## src/rtl/pipeline_pkg.sv

```systemverilog
// ---------------------------------------------------------------------------
// pipeline_pkg
// Shared types and constants for the 5-stage core hazard logic.
//   fwd_sel_t      : execute-stage operand source select
//   hazard_state_t : memory-stall sequencer states
//   REG_IDX_W      : architectural register index width
// ---------------------------------------------------------------------------
package pipeline_pkg;

  localparam int REG_IDX_W = 5;

  typedef enum logic [1:0] {
    FWD_RF = 2'b00,
    FWD_W  = 2'b01,
    FWD_M  = 2'b10
  } fwd_sel_t;

  typedef enum logic [1:0] {
    IDLE  = 2'b00,
    WAIT  = 2'b01,
    FAULT = 2'b10
  } hazard_state_t;

endpackage

```

## src/rtl/forwarding_unit.sv

```systemverilog
// ---------------------------------------------------------------------------
// forwarding_unit
// Combinational operand-source select for one execute-stage operand.
// Ports:
//   rs          in  : execute-stage source register index
//   rd_m/rd_w   in  : memory/writeback destination indices
//   reg_write_m in  : memory-stage write enable
//   reg_write_w in  : writeback-stage write enable
//   sel         out : 2'b10 M-stage, 2'b01 W-stage, 2'b00 register file
// ---------------------------------------------------------------------------
module forwarding_unit
  import pipeline_pkg::*;
(
  input  logic [REG_IDX_W-1:0] rs,
  input  logic [REG_IDX_W-1:0] rd_m,
  input  logic [REG_IDX_W-1:0] rd_w,
  input  logic                 reg_write_m,
  input  logic                 reg_write_w,
  output logic [1:0]           sel
);

  logic m_hit_s;
  logic w_hit_s;

  // r0 is hardwired zero, so a write to it never forwards.
  assign m_hit_s = reg_write_m && (rd_m != 5'd0) && (rd_m == rs);
  assign w_hit_s = reg_write_w && (rd_w != 5'd0) && (rd_w == rs);

  // Youngest producer (M stage) wins over the older W stage.
  always_comb begin
    sel = FWD_RF;
    if (m_hit_s) begin
      sel = FWD_M;
    end else if (w_hit_s) begin
      sel = FWD_W;
    end else begin
      sel = FWD_RF;
    end
  end

endmodule

```

## src/rtl/pipeline_hazard_controller.sv

```systemverilog
// ---------------------------------------------------------------------------
// pipeline_hazard_controller
// Forwarding selects, load-use stalls, branch flushes and a memory-wait
// sequencer (IDLE/WAIT/FAULT) with a watchdog for the F/D/E/M/W core.
// Ports:
//   clk, rst                   : clock, synchronous active-high reset
//   rs1_d, rs2_d               : decode sources
//   rs1_e, rs2_e, rd_e, load_e : execute sources/destination, load flag
//   pc_src_e                   : taken branch / jump in execute
//   rd_m, rd_w, reg_write_m/w  : later-stage destinations and enables
//   mem_req_m, mem_ready       : data-memory handshake
//   forward_a_e, forward_b_e   : operand source selects
//   stall_f/d/e/m, flush_d/e/w : pipeline register controls
//   mem_busy, mem_fault        : sequencer in WAIT / watchdog expired (sticky)
// Optional: define HAZARD_PERF_CNT_EN to add stall_cycles and flush_events.
// ---------------------------------------------------------------------------
module pipeline_hazard_controller
  import pipeline_pkg::*;
#(
  parameter int MEM_TIMEOUT = 255
) (
  input  logic                 clk,
  input  logic                 rst,
  input  logic [REG_IDX_W-1:0] rs1_d,
  input  logic [REG_IDX_W-1:0] rs2_d,
  input  logic [REG_IDX_W-1:0] rs1_e,
  input  logic [REG_IDX_W-1:0] rs2_e,
  input  logic [REG_IDX_W-1:0] rd_e,
  input  logic                 load_e,
  input  logic                 pc_src_e,
  input  logic [REG_IDX_W-1:0] rd_m,
  input  logic [REG_IDX_W-1:0] rd_w,
  input  logic                 reg_write_m,
  input  logic                 reg_write_w,
  input  logic                 mem_req_m,
  input  logic                 mem_ready,
  output logic [1:0]           forward_a_e,
  output logic [1:0]           forward_b_e,
  output logic                 stall_f,
  output logic                 stall_d,
  output logic                 stall_e,
  output logic                 stall_m,
  output logic                 flush_d,
  output logic                 flush_e,
  output logic                 flush_w,
  output logic                 mem_busy,
  output logic                 mem_fault
`ifdef HAZARD_PERF_CNT_EN
  ,
  output logic [31:0]          stall_cycles,
  output logic [31:0]          flush_events
`endif
);

  localparam int CNT_W = $clog2(MEM_TIMEOUT + 1);
  localparam logic [CNT_W-1:0] CNT_LAST = CNT_W'(MEM_TIMEOUT - 1);
  localparam logic [CNT_W-1:0] CNT_ONE  = CNT_W'(1);
  localparam logic [CNT_W-1:0] CNT_ZERO = CNT_W'(0);

  hazard_state_t    state_r;
  hazard_state_t    state_next_s;
  logic [CNT_W-1:0] wait_cnt_r;
  logic [1:0]       fwd_a_s;
  logic [1:0]       fwd_b_s;
  logic             lw_stall_s;
  logic             mem_stall_s;
  logic             branch_flush_s;

  forwarding_unit u_fwd_a (
    .rs          (rs1_e),
    .rd_m        (rd_m),
    .rd_w        (rd_w),
    .reg_write_m (reg_write_m),
    .reg_write_w (reg_write_w),
    .sel         (fwd_a_s)
  );

  forwarding_unit u_fwd_b (
    .rs          (rs2_e),
    .rd_m        (rd_m),
    .rd_w        (rd_w),
    .reg_write_m (reg_write_m),
    .reg_write_w (reg_write_w),
    .sel         (fwd_b_s)
  );

  assign lw_stall_s  = load_e && (rd_e != 5'd0) && ((rd_e == rs1_d) || (rd_e == rs2_d));
  // A fault freezes the pipe unconditionally until reset.
  assign mem_stall_s = (state_r == FAULT) ? 1'b1 : (mem_req_m && !mem_ready);

  // Sequencer state register.
  always_ff @(posedge clk) begin
    if (rst) begin
      state_r <= IDLE;
    end else begin
      state_r <= state_next_s;
    end
  end

  // Sequencer next-state logic; the watchdog fires on the last allowed WAIT cycle.
  always_comb begin
    state_next_s = state_r;
    case (state_r)
      IDLE: begin
        if (mem_stall_s) begin
          state_next_s = WAIT;
        end else begin
          state_next_s = IDLE;
        end
      end
      WAIT: begin
        if (mem_ready) begin
          state_next_s = IDLE;
        end else if (wait_cnt_r == CNT_LAST) begin
          state_next_s = FAULT;
        end else begin
          state_next_s = WAIT;
        end
      end
      FAULT: begin
        state_next_s = FAULT;
      end
      default: begin
        state_next_s = IDLE;
      end
    endcase
  end

  // Wait counter: restarts on every entry to WAIT so back-to-back accesses get a full budget.
  always_ff @(posedge clk) begin
    if (rst) begin
      wait_cnt_r <= CNT_ZERO;
    end else if ((state_r == IDLE) && (state_next_s == WAIT)) begin
      wait_cnt_r <= CNT_ZERO;
    end else if ((state_r == WAIT) && !mem_ready) begin
      wait_cnt_r <= wait_cnt_r + CNT_ONE;
    end else begin
      wait_cnt_r <= wait_cnt_r;
    end
  end

  // Stall/flush priority: memory freeze, then load-use bubble, then branch flush.
  always_comb begin
    stall_f        = 1'b0;
    stall_d        = 1'b0;
    stall_e        = 1'b0;
    stall_m        = 1'b0;
    flush_d        = 1'b0;
    flush_e        = 1'b0;
    flush_w        = 1'b0;
    branch_flush_s = 1'b0;
    if (rst) begin
      flush_d = 1'b1;
      flush_e = 1'b1;
      flush_w = 1'b1;
    end else if (mem_stall_s) begin
      // Hold everything; W gets a bubble so the frozen M result is not retired twice.
      stall_f = 1'b1;
      stall_d = 1'b1;
      stall_e = 1'b1;
      stall_m = 1'b1;
      flush_w = 1'b1;
    end else if (lw_stall_s) begin
      stall_f = 1'b1;
      stall_d = 1'b1;
      flush_e = 1'b1;
    end else if (pc_src_e) begin
      flush_d        = 1'b1;
      flush_e        = 1'b1;
      branch_flush_s = 1'b1;
    end else begin
      stall_f = 1'b0;
    end
  end

  // Forward selects and status outputs, forced quiet while in reset.
  always_comb begin
    forward_a_e = FWD_RF;
    forward_b_e = FWD_RF;
    mem_busy    = 1'b0;
    if (rst) begin
      mem_busy = 1'b0;
    end else begin
      forward_a_e = fwd_a_s;
      forward_b_e = fwd_b_s;
      mem_busy    = (state_r == WAIT);
    end
  end

  assign mem_fault = (state_r == FAULT);

`ifdef HAZARD_PERF_CNT_EN
  // Performance counters; free-running, wrap at 2^32.
  always_ff @(posedge clk) begin
    if (rst) begin
      stall_cycles <= 32'd0;
      flush_events <= 32'd0;
    end else begin
      stall_cycles <= stall_f ? (stall_cycles + 32'd1) : stall_cycles;
      flush_events <= branch_flush_s ? (flush_events + 32'd1) : flush_events;
    end
  end
`endif

endmodule

```

## config.mk

```make
export PLATFORM = sky130hd
export DESIGN_NAME = pipeline_hazard_controller
export DESIGN_NICKNAME = d
export VERILOG_FILES = /design/src/rtl/pipeline_pkg.sv /design/src/rtl/forwarding_unit.sv /design/src/rtl/pipeline_hazard_controller.sv
export SDC_FILE = /design/constraint.sdc
export NUM_CORES = 1
export LEC_CHECK = 0
export CORE_MARGIN = 3
export CORE_UTILIZATION = 38
export CTS_CLUSTER_DIAMETER = 200
export DETAILED_ROUTE_END_ITERATION = 10
export PLACE_DENSITY = 0.8
export RECOVER_POWER = 50
export SETUP_SLACK_MARGIN = 0.4
export SLEW_MARGIN = 20
export SYNTH_ARGS = -nofsm -noshare
export SYNTH_HDL_FRONTEND = slang
export SYNTH_SLANG_ARGS = --single-unit
```

## constraint.sdc

```tcl
create_clock -name clk -period 1.8 [get_ports clk]
set_input_delay 0.27 -clock clk [delete_from_list [all_inputs] [get_ports clk]]
set_output_delay 0.27 -clock clk [all_outputs]
set_load 0.005 [all_outputs]
```

==> impl_metrics.json <==
{
  "power.internal_uw": 531,
  "violations": "negative setup slack",
  "synth-edff-count": 0,
  "crit_top_cell": "buf_6",
  "critical_path_required_ns": 1.53,
  "cp_slowest_stage_delay_ns": 0.54,
  "yosysTopAreaCell": "xor2_1",
  "yosysUniqueCellTypes": 34,
  "final_cell_area_mm2": 0.00195,
  "synth_xor_area_frac": 0.325,
  "ff2ff_setup_slack_ns": 0.39,
  "rsz0062_at_grt": "yes",
  "arrival_ns": 1.60,
  "place_area_mm2": 0.00178,
  "grt_max_degree": 13,
  "syn_inst": 120,
  "areaGrowthSynthToFinish_pct": 101,
  "cts_buffer_depth": 2,
  "comb_power_share": 0.435,
  "p_sw_uw": 240,
  "startpoint_type": "primary input",
  "slew-limit-headroom": 0.809,
  "num_rows": 17,
  "timing.rr.end": "wait_cnt_r[4]",
  "io_buffers": 55,
  "ys_warn_count": 0,
  "fillers": 137,
  "place_hpwl_mm": 2.76,
  "n_antenna_cell": 0,
  "clk_latency_ns": 0.28,
  "worstHoldEndpoint": "state_r[1]",
  "htree_levels": 1,
  "clockRootBuffer": "clkbuf_4",
  "min_from": "rst",
  "period_minus_slack_ns": 1.87,
  "drt-pass1-iter-count": 4,
  "antenna_found_initial": 0,
  "synth_flop_cell": "dfxtp_1",
  "yosysSeqAreaShare": 0.206,
  "leakagePower_uw": 0.000876,
  "initial_utilization": 0.419,
  "synth-compound-area-share": 0.0902,
  "vias": 1308,
  "crit_chain": "buf_6 > or4_4 > o21ai_4 > buf_4 > buf_6 > nor4_2 > clkdlybuf4s15_2",
  "drt_iter0_markers": 58,
  "tightest_slew_ns": 0.286,
  "yosys-top-cells-count": "25 x xor2_1, 11 x nor2_1, 11 x xnor2_1",
  "grt_pass1_wl_mm": 6.09,
  "detail-route-antenna-nets": 0,
  "ir_drop_mv": 0.449,
  "synth_fa_ha_area_frac": 0.0258,
  "drt-total-wl_mm": 4.16,
  "finalHoldViolations": 0,
  "drive_above_1_share": 0.521,
  "clkTransAtPathRegs_ns": 0.07,
  "reg2reg_from": "state_r[1]",
  "netSwitchingFraction": 0.311,
  "synth.avg_cell_area_um2": 8.09,
  "reg2regPathDepth": 6,
  "setup_violations": 4,
  "synth_simple_gate_area_frac": 0.314,
  "yosysMostFrequentCell": "xor2_1",
  "drv_slew": 0,
  "clock.fmax_mhz": 535,
  "whs_path_depth": 3,
  "drv_cap": 0,
  "crit_type": "in2out",
  "cp_max_fo": 3,
  "synth_seq_cells": 10,
  "slowest_stage": "or4_4",
  "fin_crit_sh": 1.04,
  "final.setup_skew_ns": 0.000696,
  "yosys-mux-area-fraction": 0,
  "core-area_mm2": 0.00232,
  "die_area_mm2": 0.00320,
  "synth_top_area_frac": 0.226,
  "async_flop_share": 0,
  "status": "complete, but fails checks",
  "dp.cells": 228,
  "first_global_vias": 1434,
  "netlist_area_um2": 971,
  "synth_top_family_by_area": "XOR/XNOR gates",
  "timing.hold.ws_ns": 0.433,
  "syn_nets": 165,
  "layout.nets": 265,
  "drc_errors": 0,
  "grt.total_usage": 0.239,
  "hold_buffers": 0,
  "grt_util_met1": 0.250,
  "die_w_um": 56.5,
  "vias_per_cell": 5.30,
  "synth_area_leaders": "xor2_1 23%, dfxtp_1 21%, xnor2_1 9.9%",
  "busiest_layer": "met2",
  "grtUsageMet2": 0.446,
  "grt_overflow": 0,
  "ios": 56,
  "grt.met3_usage": 0.0667,
  "hold_path_class": "in2reg",
  "fp.dieH_um": 56.5,
  "seqPwrFrac": 0.293,
  "worstSetupEndpointType": "output pin",
  "routedWlPerCell_um": 16.8,
  "final_cell_count_no_fill": 247,
  "final.setup.worst_slack_ns": -0.0690,
  "clkSinkCount": 10,
  "final_util": 0.841,
  "p_clk_frac": 0.272,
  "cts_tree": "yes",
  "cts_buffers": 3,
  "powerDensity_mw_per_mm2": 396,
  "gp_congestion": 0.833
}
==> placed cells by master (no fill, tap or decap), types with 3 or more instances in the layout <==
| cell | count |
|---|---|
| a21oi_1 | 3 |
| buf_6 | 17 |
| dlygate4sd2_1 | 17 |
| nor4_2 | 4 |
| nor2_1 | 10 |
| nand2_1 | 4 |
| clkdlybuf4s50_1 | 4 |
| dfxtp_1 | 8 |
| buf_2 | 14 |
| nor3_2 | 3 |
| clkbuf_2 | 12 |
| xor2_1 | 25 |
| buf_4 | 33 |
| nand3_1 | 4 |
| xnor2_1 | 11 |
| clkbuf_4 | 3 |
| or4_4 | 4 |
==> registers in the layout, summed over array words and instances (netlist names) <==
register / count
state_r: 2
wait_cnt_r: 8
==> how the worst max path moves through the flow <==
stage | from | to | slack, ns
floorplan | rd_e[1] | stall_f | 0.26
global placement | rd_w[2] | forward_a_e[0] | -0.70
detailed placement | rd_w[2] | forward_a_e[0] | -0.80
CTS | rd_m[0] | forward_a_e[0] | -0.1
global route | rd_m[0] | forward_a_e[1] | -0.09
finish | rd_m[0] | forward_a_e[1] | -0.07
==> power groups by stage <==
stage	sequential, uW	clock, uW	combinational, uW
floorplan	231	0	103
global placement	230	0	294
detailed placement	231	0	306
CTS	226	203	308
global route	226	224	361
finish	226	210	336
==> per-stage QoR <==
step / power [uW] / TNS [ns] / setup slack, ns
2_1_floorplan: 334 / 0 / 0.265
3_3_place_gp: 525 / -5.22 / -0.705
3_5_place_dp: 536 / -5.62 / -0.795
4_1_cts: 737 / -0.185 / -0.0989
5_1_grt: 810 / -0.371 / -0.0948
6_report: 772 / -0.129 / -0.0690
==> per-layer routing <==
metal | share of wire | vias up
li1 | - | 617
met1 | 0.40 | 609
met4 | 0.039 | 0
met5 | 0 | -
met3 | 0.059 | 18
met2 | 0.50 | 64
==> kinds of logic (layout without fill, tap and decap cells) <==
| group | count (synthesis) | after routing |
|---|---|---|
| simple gates | 50 | 50 |
| compound gates | 14 | 14 |
| fa+ha+maj | 2 | 2 |
| xor+xnor | 36 | 36 |
| flops | 10 | 10 |
| buf+inv | 8 | 107 |
==> timing repair <==
item | CTS | global route
pin swaps | 27 | 11
gates resized for setup | 145 | 39
setup endpoints to repair | 15 | 16
buffers inserted | 9 | 6
==> final cells by class <==
type,instances,area [um2],share of cell area
Clock buffer,4,36.3,0.0186
Inverter,4,17.5,0.00899
Multi-Input combinational cell,102,878,0.451
Timing Repair Buffer,99,779,0.400
Sequential cell,10,203,0.104
Tap cell,28,35.0,0.0180
==> critical path: cells and delay by family <==
family | cells | cell delay, ns
AO/OA/AOI/OAI | 1 | 0.19
AND/OR/NAND/NOR | 2 | 0.58
buffers and inverters | 4 | 0.55
Note: power is estimated with default switching activity, not from simulation.
